===== src/rtl/i2s_receiver.sv =====
// rtl/i2s_receiver.sv - I2S slave receiver: oversampled SCLK/WS/SD to parallel {left,right} frames
// One-entry output holding register with sticky overrun and one-cycle framing-error pulse.
`timescale 1ns/1ps
module i2s_receiver #(
   parameter int DWIDTH   = 8,
   parameter int WS_DELAY = 0
) (
   input  logic                clk,
   input  logic                rst,
   input  logic                SCLK,
   input  logic                WS,
   input  logic                SD,
   output logic [2*DWIDTH-1:0] rx_data,
   output logic                rx_valid,
   input  logic                rx_ready,
   output logic                overrun,
   input  logic                ovr_clr,
   output logic                frame_err,
   output logic                locked
);

   localparam int CW = $clog2(DWIDTH + 1);
   localparam logic [CW-1:0] C_FULL = CW'(DWIDTH);
   localparam logic [CW-1:0] C_LAST = CW'(DWIDTH - 1);
   localparam logic [CW-1:0] C_ONE  = CW'(1);

   typedef enum logic [1:0] {
      S_SYNC  = 2'd0,
      S_LEFT  = 2'd1,
      S_RIGHT = 2'd2
   } state_t;

   logic [2:0]          r_sclk_sync;
   logic [1:0]          r_ws_sync;
   logic [1:0]          r_sd_sync;
   logic                r_ws_dly;
   logic                r_ws_prev;
   state_t              r_state;
   state_t              w_state_nxt;
   logic [CW-1:0]       r_bit_cnt;
   logic [DWIDTH-1:0]   r_shift;
   logic [DWIDTH-1:0]   r_left;
   logic                r_done;
   logic [2*DWIDTH-1:0] r_frame;

   logic                w_sample;
   logic                w_ws_now;
   logic                w_sd_now;
   logic                w_ws_eff;
   logic                w_bnd_rise;
   logic                w_bnd_fall;
   logic                w_load;
   logic                w_shift;
   logic                w_done;
   logic                w_err;
   logic [DWIDTH-1:0]   w_load_val;
   logic [DWIDTH-1:0]   w_shift_nxt;
   logic [2*DWIDTH-1:0] w_frame;
   logic                w_accept;
   logic                w_ovr_set;

   always_ff @(posedge clk or posedge rst) begin
      if (rst) begin
         r_sclk_sync <= '0;
         r_ws_sync   <= '0;
         r_sd_sync   <= '0;
      end else begin
         r_sclk_sync <= {r_sclk_sync[1:0], SCLK};
         r_ws_sync   <= {r_ws_sync[0], WS};
         r_sd_sync   <= {r_sd_sync[0], SD};
      end
   end

   assign w_sample   = r_sclk_sync[1] & ~r_sclk_sync[2];
   assign w_ws_now   = r_ws_sync[1];
   assign w_sd_now   = r_sd_sync[1];
   // Philips mode looks at the WS value captured one bit earlier
   assign w_ws_eff   = (WS_DELAY == 0) ? w_ws_now : r_ws_dly;
   assign w_bnd_rise = w_ws_eff & ~r_ws_prev;
   assign w_bnd_fall = ~w_ws_eff & r_ws_prev;

   assign w_load_val  = DWIDTH'(w_sd_now);
   assign w_shift_nxt = (r_shift << 1) | w_load_val;
   assign w_frame     = w_load ? {r_shift, w_load_val} : {r_left, w_shift_nxt};

   always_comb begin
      w_state_nxt = r_state;
      w_load      = 1'b0;
      w_shift     = 1'b0;
      w_done      = 1'b0;
      w_err       = 1'b0;
      if (w_sample) begin
         case (r_state)
            S_SYNC: begin
               if (w_bnd_fall) begin
                  w_state_nxt = S_LEFT;
                  w_load      = 1'b1;
               end
            end
            S_LEFT: begin
               if (w_bnd_rise) begin
                  if (r_bit_cnt == C_FULL) begin
                     w_state_nxt = S_RIGHT;
                     w_load      = 1'b1;
                     w_done      = (DWIDTH == 1);
                  end else begin
                     w_state_nxt = S_SYNC;
                     w_err       = 1'b1;
                  end
               end else if (r_bit_cnt != C_FULL) begin
                  w_shift = 1'b1;
               end
            end
            S_RIGHT: begin
               if (w_bnd_fall) begin
                  if (r_bit_cnt == C_FULL) begin
                     w_state_nxt = S_LEFT;
                     w_load      = 1'b1;
                  end else begin
                     w_state_nxt = S_SYNC;
                     w_err       = 1'b1;
                  end
               end else if (r_bit_cnt != C_FULL) begin
                  w_shift = 1'b1;
                  w_done  = (r_bit_cnt == C_LAST);
               end
            end
            default: w_state_nxt = S_SYNC;
         endcase
      end
   end

   always_ff @(posedge clk or posedge rst) begin
      if (rst) begin
         r_state   <= S_SYNC;
         r_ws_dly  <= 1'b0;
         r_ws_prev <= 1'b0;
         r_bit_cnt <= '0;
         r_shift   <= '0;
         r_left    <= '0;
         r_done    <= 1'b0;
         r_frame   <= '0;
         frame_err <= 1'b0;
         locked    <= 1'b0;
      end else begin
         r_state   <= w_state_nxt;
         r_done    <= w_done;
         frame_err <= w_err;
         locked    <= (r_state != S_SYNC);
         if (w_done) begin
            r_frame <= w_frame;
         end
         if (w_sample) begin
            r_ws_dly  <= w_ws_now;
            r_ws_prev <= w_ws_eff;
         end
         if (w_load) begin
            // Loading the right MSB means the left word in the shifter is final
            if (r_state == S_LEFT) begin
               r_left <= r_shift;
            end
            r_shift   <= w_load_val;
            r_bit_cnt <= C_ONE;
         end else if (w_shift) begin
            r_shift   <= w_shift_nxt;
            r_bit_cnt <= r_bit_cnt + C_ONE;
         end else if (w_err) begin
            r_bit_cnt <= '0;
         end
      end
   end

   assign w_accept  = ~rx_valid | rx_ready;
   assign w_ovr_set = r_done & ~w_accept;

   always_ff @(posedge clk or posedge rst) begin
      if (rst) begin
         rx_data  <= '0;
         rx_valid <= 1'b0;
         overrun  <= 1'b0;
      end else begin
         if (r_done && w_accept) begin
            rx_data  <= r_frame;
            rx_valid <= 1'b1;
         end else if (rx_valid && rx_ready) begin
            rx_valid <= 1'b0;
         end
         if (w_ovr_set) begin
            overrun <= 1'b1;
         end else if (ovr_clr) begin
            overrun <= 1'b0;
         end
      end
   end

endmodule


===== config.mk =====
export PLATFORM = sky130hd
export DESIGN_NAME = i2s_receiver
export DESIGN_NICKNAME = d
export VERILOG_FILES = /design/src/rtl/i2s_receiver.sv
export SDC_FILE = /design/constraint.sdc
export NUM_CORES = 1
export LEC_CHECK = 0
export CAP_MARGIN = 20
export CELL_PAD_IN_SITES_DETAIL_PLACEMENT = 0
export CELL_PAD_IN_SITES_GLOBAL_PLACEMENT = 2
export CORE_MARGIN = 2
export CORE_UTILIZATION = 47
export DETAILED_ROUTE_END_ITERATION = 8
export DONT_BUFFER_PORTS = 1
export GPL_TIMING_DRIVEN = 0
export HOLD_SLACK_MARGIN = 0.12
export PLACE_DENSITY = 0.88
export SETUP_SLACK_MARGIN = 0.1
export SLEW_MARGIN = 15
export SYNTH_ARGS = -nofsm -noshare
export SYNTH_HDL_FRONTEND = slang
export SYNTH_SLANG_ARGS = --single-unit
export TNS_END_PERCENT = 10

===== constraint.sdc =====
create_clock -name clk -period 4.6 [get_ports clk]
set_input_delay 0.69 -clock clk [delete_from_list [all_inputs] [get_ports clk]]
set_output_delay 0.69 -clock clk [all_outputs]
set_load 0.01 [all_outputs]

# Word level (Yosys, flattened, before mapping)
# Cells that the tools add are included.
dict set report op_classes {
  add_sub_neg 1
  n_mul 0
  div 0
  order_cmp 0
  n_eq_ne 8
  shifts 0
  n_mux 36
  bitwise 11
  reduce_logical 10
}
# operator n
set op_table {}
lappend op_table {{two-way mux 1 bit} 22}
lappend op_table {{two-way mux 16 bit} 1}
lappend op_table {{two-way mux 8 bit} 2}
lappend op_table {{two-way mux 4 bit} 3}
lappend op_table {{two-way mux 2 bit} 4}
lappend op_table {{bitwise OR 8 x 1 -> 8 bit} 1}
lappend op_table {{nonzero test 2 bit} 4}
lappend op_table {{!= test 2 bit, second input constant} 3}
lappend op_table {{case mux 2 bit (3 select lines)} 1}
lappend op_table {{NOT 1 bit} 5}
lappend op_table {{adder 4 x 1 -> 4 bit, second input constant} 1}
lappend op_table {{AND 1 bit} 4}
lappend op_table {{== test 4 x 3 -> 1 bit, second input constant} 1}
lappend op_table {{== test 4 bit, second input constant} 1}
lappend op_table {{!= test 4 bit, second input constant} 1}
lappend op_table {{case mux 1 bit (2 select lines)} 2}
lappend op_table {{AND reduction 4 bit} 1}
lappend op_table {{case mux 1 bit (3 select lines)} 1}
lappend op_table {{nonzero test 3 bit} 1}
lappend op_table {{== test 2 x 1 -> 1 bit, second input constant} 1}
lappend op_table {{== test 2 bit, second input constant} 1}
lappend op_table {{logical AND 1 bit} 2}
lappend op_table {{zero test 2 bit} 1}
lappend op_table {{AND reduction 2 bit} 1}
lappend op_table {{bitwise OR 1 bit} 1}
dict set report word_totals {
  regBits 67
  latchBits 0
  mem_bits_rw 0
  mem_bits_ro 0
  inputBits 7
  output_inout_bits 20
  elab_cells 81
  memories 0
}

# Logic depth before layout (Yosys ltp)
# Gate-level depths: netlist of run 1.
dict set report logic_depth {
  depth_word 8
  ltp_mapped 8
  mapped_depth_nobuf 7
}

# Worst setup path before layout of run 1
# No wires, ideal clock.
dict set report synth_timing {
  kind {reg-to-reg}
  from {register r_state[0]}
  to {register r_frame[0]}
  setup_ns 0.125
  arrival_ns 1.783
  required_time_ns 4.475
  slack_ns 2.693
  stages_incl_launch_ff 7
  n_path_buf 1
  synth_period_minus_slack_ns 1.907
  cell_sequence {dfrtp_1 inv_1 ha_1 nand4b_1 nor3b_2 buf_6 mux2_2}
}
dict set report synth_between {
  elab_cells_between_ends 8
  classes_between {eq/ne: 2; mux: 5; reduce/logical: 1}
}
# item line_no
set synth_lines {}
lappend synth_lines {{start, declared} 38} ;# state_t r_state;
lappend synth_lines {{start signal, assigned} 146} ;# r_state <= w_state_nxt;
lappend synth_lines {{== test 2 bit} 93} ;# case (r_state)
lappend synth_lines {{two-way mux 1 bit} n/a}
lappend synth_lines {{two-way mux 1 bit} 92} ;# if (w_sample) begin
lappend synth_lines {{via w_done} 54} ;# logic w_done;
lappend synth_lines {{end signal, assigned} 151} ;# r_frame <= w_frame;
lappend synth_lines {{end, declared} 44} ;# logic [2*DWIDTH-1:0] r_frame;
# The timed path passes the listed nets, and every way through them passes these cells.
# A chain may end at the register's enable or synchronous reset.

# Final worst setup path of run 1
dict set report layout_timing {
  from {register r_state[0]}
  to {register r_frame[15]}
}
# The elaborated chain is that of the path after synthesis.

==> results of run 1 <==
[logic make-up after synthesis]
group,share of synthesized area
adder cells (fa/ha/maj),0.0278
AO/OA/AOI/OAI,0.0328
multiplexers,0.201
AND/OR/NAND/NOR,0.0948
flip-flops,0.620
buffers and inverters,0.0240
[worst register-to-register path, delay by kind of cell (launching register included)]
kind                       cells  cell delay, ps
adders and majority gates      1             280
buffers and inverters          2             350
muxes                          1             340
DFF                            1             420
and+or+nand+nor                2             770
[per-layer routing]
layer,vias up,part of all wire
li1,680,-
met1,755,0.46
met2,53,0.46
met3,12,0.053
met4,0,0.035
met5,-,0
[registers in the layout (all words and copies together) (netlist names), 2 cells and up]
signal / flops
r_ws_sync: 2
r_state: 2
rx_data: 16
r_frame: 16
r_shift: 8
r_bit_cnt: 4
r_sclk_sync: 3
r_left: 8
r_sd_sync: 2
[worst max path at each step]
stage,from,cells past startpoint,endpoint
after global routing,r_state[0]$_DFFE_PP0P_,6,r_frame[0]$_DFFE_PP0P_
after CTS,r_state[0]$_DFFE_PP0P_,6,r_frame[15]$_DFFE_PP0P_
after global placement,rst,1,rx_data[11]$_DFFE_PP0P_
after floorplan,rst,1,frame_err$_DFF_PP0_
after detailed placement,r_state[0]$_DFFE_PP0P_,6,r_frame[15]$_DFFE_PP0P_
final,r_state[0]$_DFFE_PP0P_,6,r_frame[15]$_DFFE_PP0P_
[power by group through the flow]
| stage | registers [mW] | clock network (mW) | logic (mW) |
|---|---|---|---|
| after detailed placement | 0.671 | 0 | 0.137 |
| after global placement | 0.669 | 0 | 0.123 |
| final | 0.659 | 0.543 | 0.141 |
| after CTS | 0.659 | 0.557 | 0.142 |
| after floorplan | 0.661 | 0 | 0.108 |
| after global routing | 0.665 | 0.579 | 0.159 |
[synth_stat cells (2+ instances only)]
library cell	number	area, sq um
dfrtp_1	67	1680
mux2_2	42	473
nor2_1	10	37.5
inv_1	9	33.8
mux2i_1	7	70.1
ha_1	6	75.1
nand2_1	6	22.5
a21oi_1	5	25.0
nand4b_1	3	26.3
a31oi_1	2	12.5
buf_6	2	22.5
nand2b_1	2	12.5
nand3_1	2	10.0
nand3b_1	2	15.0
o31ai_1	2	15.0
or3b_2	2	17.5
[through the flow]
step / std cells / hold WS [ps] / total power [mW] / utilization
after detailed placement: 260 / 339 / 0.808 / 0.510
final: 276 / 165 / 1.34 / 0.551
after global routing: 276 / 168 / 1.40 / 0.551
after floorplan: 187 / 331 / 0.769 / -
after CTS: 276 / 160 / 1.36 / 0.551
after global placement: 259 / 332 / 0.792 / 0.505
[final cells by class]
cell class	instances	area, sq um	share of cell area
plain buffers	4	31.3	0.0103
clock buffers	10	138	0.0451
clock inverters	6	88.8	0.0291
inverters	9	36.3	0.0119
multi-input cells	107	963	0.316
flip-flops and latches	67	1680	0.549
well taps	72	90.1	0.0295
repair buffers	1	27.5	0.00902
[cells in the final DEF, fill, tap and decap left out, types with 2 or more instances in the layout]
master / n
clkinvlp_4: 2
mux2i_1: 7
mux2_2: 42
clkbuf_8: 10
nand2_1: 6
or3b_2: 2
nand2b_1: 2
o31ai_1: 2
nand3_1: 2
nor2_1: 10
a21oi_1: 5
ha_1: 6
dfrtp_1: 67
a31oi_1: 2
nand4b_1: 3
nand3b_1: 2
bufinv_16: 2
inv_1: 8
buf_6: 2
==> impl_metrics.toml, run 1 <==
[outcome]
outcome = "complete, no violations"

[global_route]
use_met2 = 0.243
grt_pass1_wl_mm = 7.59
gr-total-overflow = 0
globalRouteTotalUtil = 0.160
antenna_found_initial = 0
grt_start_max_net_pins = 50
top_usage_layer = "met2"
grtUsageMet3 = 0.0362
grt_pass1_vias = 1583
use_met1 = 0.204

[critical_path]
path_buf_inv = 2
r2r_end = "r_frame[15]$_DFFE_PP0P_"
startpoint_type = "flop"
regToRegStartpoint = "r_state[0]$_DFFE_PP0P_"
r2r_cells = 6
path_class = "flop to flop"
crit_path_cell_trace = "inv_1 -> ha_1 -> nand4b_1 -> nor3b_2 -> buf_6 -> mux2_2"
max_stage_delay_ps = 620
critPathMaxFanout = 10
arrival_ps = 2490
worst_path_max_delay_cell = "nor3b_2"
crit_family = "simple AND/OR/NAND/NOR gates"
cp.required_ps = 4820
reg2reg_slack_ps = 2330
critPathCaptureType = "flop"

[synth]
synthFlopType = "dfrtp_1"
syn_inst = 187
syn_avg_cell_area_sq_um = 14.5
synth_warnings = 0
synth_cell_types = 34
yosys_register_bits = 67
synth_area_sq_um = 2710
async_reset_ff_frac = 1.00
synth_nets = 200
synth_edf_count = 0
ys_seq_area_frac = 0.620

[pwr]
pwr-share-comb = 0.105
max-vdd-ir-drop_uv = 206
p_int_mw = 1.00
p_per_area_nw_per_um2 = 440
pwr-share-seq = 0.491
p_leak_nw = 1.47
switching_power_mw = 0.338
clockPowerShare = 0.404
p_sw_frac = 0.252

[drt]
drt_iter0_drc = 87
viasPerCell = 5.43
wirelength_mm = 4.49
first_pass_iters = 4
ant_nets = 0
via_count = 1500
drcViolationCount = 0
wire_per_inst_microns = 16.3

[placement]
place_area_sq_um = 2830
place.gp.congestion = 0.770
port-buffer-count = 0
post-place-ws_ps = 2270
hpwl_mm = 2.98

[cts]
cts_root_buf = "clkbuf_8"
h-tree-depth = 3
cts_tree = "yes"
worstSkewPairLatency_ps = 340
clk_path_buf_depth = 2
hold_buffers = 0
cts_sinks = 67
postCtsSetupBuffers = 0
clkTransAtPathRegs_ps = 70
postCtsResizedCells = 0
cts_buffers = 9

[layout]
drive_above_1_share = 0.373
fill_cells = 467
nets = 212
final_area_sq_um = 3050
diodes = 0
syn_to_final_growth_pct = 12.8

[timing]
fin_ws_ps = 2330
setup_viol = 0
fin_tns_setup_ps = 0
fin_skew_ps = 10.4
rsz0062_at_grt = "no"
worst_slew_margin_rel = 0.516
timing.fmax_mhz = 441
post-route-period-util = 0.493
period_needed_ps = 2270
hold_violations = 0
tightest_slew_ps = 723
maxSlewViolCount = 0

[floorplanning]
die_area_sq_um = 6380
row_count = 27
die-height_microns = 79.9
io_pins = 27
core-area_sq_um = 5540
initial_utilization = 0.488
fp.dieW_microns = 79.9

[run]
drv_cap = 0

[min_path]
hold_class = "input port to async pin"
Note: power is estimated with default switching activity, not from simulation.
==> run 2, diff against run 1 <==
--- a/config.mk
+++ b/config.mk
@@ -9,12 +9,12 @@
 export CELL_PAD_IN_SITES_DETAIL_PLACEMENT = 0
 export CELL_PAD_IN_SITES_GLOBAL_PLACEMENT = 2
 export CORE_MARGIN = 2
-export CORE_UTILIZATION = 47
+export CORE_UTILIZATION = 44
 export DETAILED_ROUTE_END_ITERATION = 8
 export DONT_BUFFER_PORTS = 1
 export GPL_TIMING_DRIVEN = 0
 export HOLD_SLACK_MARGIN = 0.12
-export PLACE_DENSITY = 0.88
+export PLACE_DENSITY = 0.83
 export SETUP_SLACK_MARGIN = 0.1
 export SLEW_MARGIN = 15
 export SYNTH_ARGS = -nofsm -noshare
==> constraint.sdc (replaced) <==
create_clock -name clk -period 2.3 [get_ports clk]
set_input_delay 0.345 -clock clk [delete_from_list [all_inputs] [get_ports clk]]
set_output_delay 0.345 -clock clk [all_outputs]
set_load 0.01 [all_outputs]
==> run 2 against run 1 <==
Compared with the run above:
- sequential power grew 100%
- wire length increased by 1.9%
- combinational power rose by 96%
- flip-flop and latch count did not move
- largest power group unchanged
- register-to-register slack lost 2100 ps
==> impl_metrics.toml, run 2 (synthesis gave the netlist of run 1 again) <==
[pwr]
p_sw_frac = 0.270
max-vdd-ir-drop_uv = 289
clockPowerShare = 0.351
p_per_area_nw_per_um2 = 798
switching_power_mw = 0.664
pwr-share-comb = 0.113
p_int_mw = 1.79
pwr-share-seq = 0.537
p_leak_nw = 1.49
total_power_mw = 2.46

[cts]
worstSkewPairLatency_ps = 340
cts_tree = "yes"
h-tree-depth = 3
clk_path_buf_depth = 2
cts_sinks = 67
cts_buffers = 9
clkTransAtPathRegs_ps = 70
cts_root_buf = "clkbuf_8"

[critical_path]
max_stage_delay_ps = 470
crit_path_cell_trace = "inv_1 -> ha_1 -> inv_1 -> and2_4 -> nor3_4 -> buf_6 -> mux2i_1 -> nor2_1"
critPathCaptureType = "flop"
critPathMaxFanout = 10
worst_path_max_delay_cell = "nor3_4"
path_class = "flop to flop"
arrival_ps = 2260
r2r_cells = 8
startpoint_type = "flop"
crit_top_cell = "inv_1"
cp.required_ps = 2510

[placement]
hpwl_mm = 3.12
place_area_sq_um = 2830
place.gp.congestion = 0.713
port-buffer-count = 0
post-place-ws_ps = -7.26

[drt]
ant_nets = 0
first_pass_iters = 4
via_count = 1496
viasPerCell = 5.23
drcViolationCount = 0
drt_iter0_drc = 62
wire_per_inst_microns = 16.0
wirelength_mm = 4.58

[layout]
syn_to_final_growth_pct = 13.8
nets = 219
layout_common_cells = "dfrtp_1, mux2_2, nor2_1, clkbuf_8, inv_1"
top_regs = "r_frame: 16 flops, rx_data: 16 flops"
diodes = 0
fin_util = 0.520
final_common_cell = "dfrtp_1"
final_area_sq_um = 3080
fill_cells = 492
drive_above_1_share = 0.370

[floorplanning]
die-height_microns = 82.4
initial_utilization = 0.457
io_pins = 27
core-area_sq_um = 5920
die_area_sq_um = 6790
row_count = 28
fp.dieW_microns = 82.4

[timing]
fin_skew_ps = 9.24
worst_slew_margin_rel = 0.651
hold_ws_ps = 257
tightest_slew_ps = 522
maxSlewViolCount = 0
period_needed_ps = 2040
rsz0062_at_grt = "no"
timing.fmax_mhz = 490
fin_ws_ps = 258
post-route-period-util = 0.888
setup_viol = 0
hold_violations = 0

[outcome]
outcome = "complete, no violations"

[min_path]
hold_class = "input port to flop"
holdPathStages = 2

[run]
drv_cap = 0

[global_route]
grt_pass1_vias = 1438
globalRouteTotalUtil = 0.149
grt_pass1_wl_mm = 7.11
grt_start_max_net_pins = 58
antenna_found_initial = 0
gr-total-overflow = 0
run 2: critical path, delay by kind of cell, from the launching register on:
family	cells	cell delay [ps]
buffers and inverters	3	390
adder cells (fa/ha/maj)	1	240
multiplexers	1	180
flip-flops	1	420
AND/OR/NAND/NOR	3	670
run 2: per-layer routing:
layer	vias to the layer above	routed length, microns	GRT usage
met5	-	0	0
met4	0	97	0.100
met3	9	235	0.0457
met2	35	2180	0.219
met1	756	2060	0.188
li1	696	-	-
run 2: path summary, 6_finish.rpt:
| check | start | endpoint | slack [ps] |
|---|---|---|---|
| min in group asynchronous | rst | r_bit_cnt[1]$_DFFE_PP0P_ | 380 |
| max reg2reg | r_state[1]$_DFFE_PP0P_ | r_shift[1]$_DFFE_PP0P_ | 260 |
| max | r_state[1]$_DFFE_PP0P_ | r_shift[1]$_DFFE_PP0P_ | 260 |
| min reg2reg | r_sclk_sync[0]$_DFF_PP0_ | r_sclk_sync[1]$_DFF_PP0_ | 350 |
| min | rx_ready | rx_valid$_DFFE_PP0P_ | 260 |
| max in group asynchronous | rst | overrun$_DFFE_PP0P_ | 1410 |
run 2: what timing repair did:
item | 4_1_cts | 5_1_grt
hold endpoints to repair | 71 | 0
resized for setup | 1 | 0
endpoints found under the setup margin | 9 | 9
hold buffers | 5 | 0
buffers inserted | 0 | 2
pin swaps | 0 | 1
run 2: power by group through the flow:
| stage | Clock, mW | Combinational (mW) | Sequential [mW] |
|---|---|---|---|
| floorplan | 0 | 0.216 | 1.32 |
| global placement | 0 | 0.248 | 1.34 |
| detailed placement | 0 | 0.270 | 1.34 |
| CTS | 0.889 | 0.280 | 1.32 |
| global route | 0.933 | 0.307 | 1.33 |
| finish | 0.862 | 0.276 | 1.32 |
run 2: area by class of cell:
cell class / count / area, sq um / area share
multi-input cells: 107 / 970 / 0.315
flip-flops and latches: 67 / 1680 / 0.545
well taps: 75 / 93.8 / 0.0305
clock buffers: 10 / 138 / 0.0447
inverters: 9 / 36.3 / 0.0118
clock inverters: 6 / 40.0 / 0.0130
repair buffers: 8 / 92.6 / 0.0301
plain buffers: 4 / 31.3 / 0.0102
run 2: stage by stage:
stage / setup TNS (ps) / instances
global placement: -20570 / 262
global route: 0 / 286
detailed placement: -7.26 / 263
finish: 0 / 286
floorplan: 0 / 187
CTS: 0 / 284
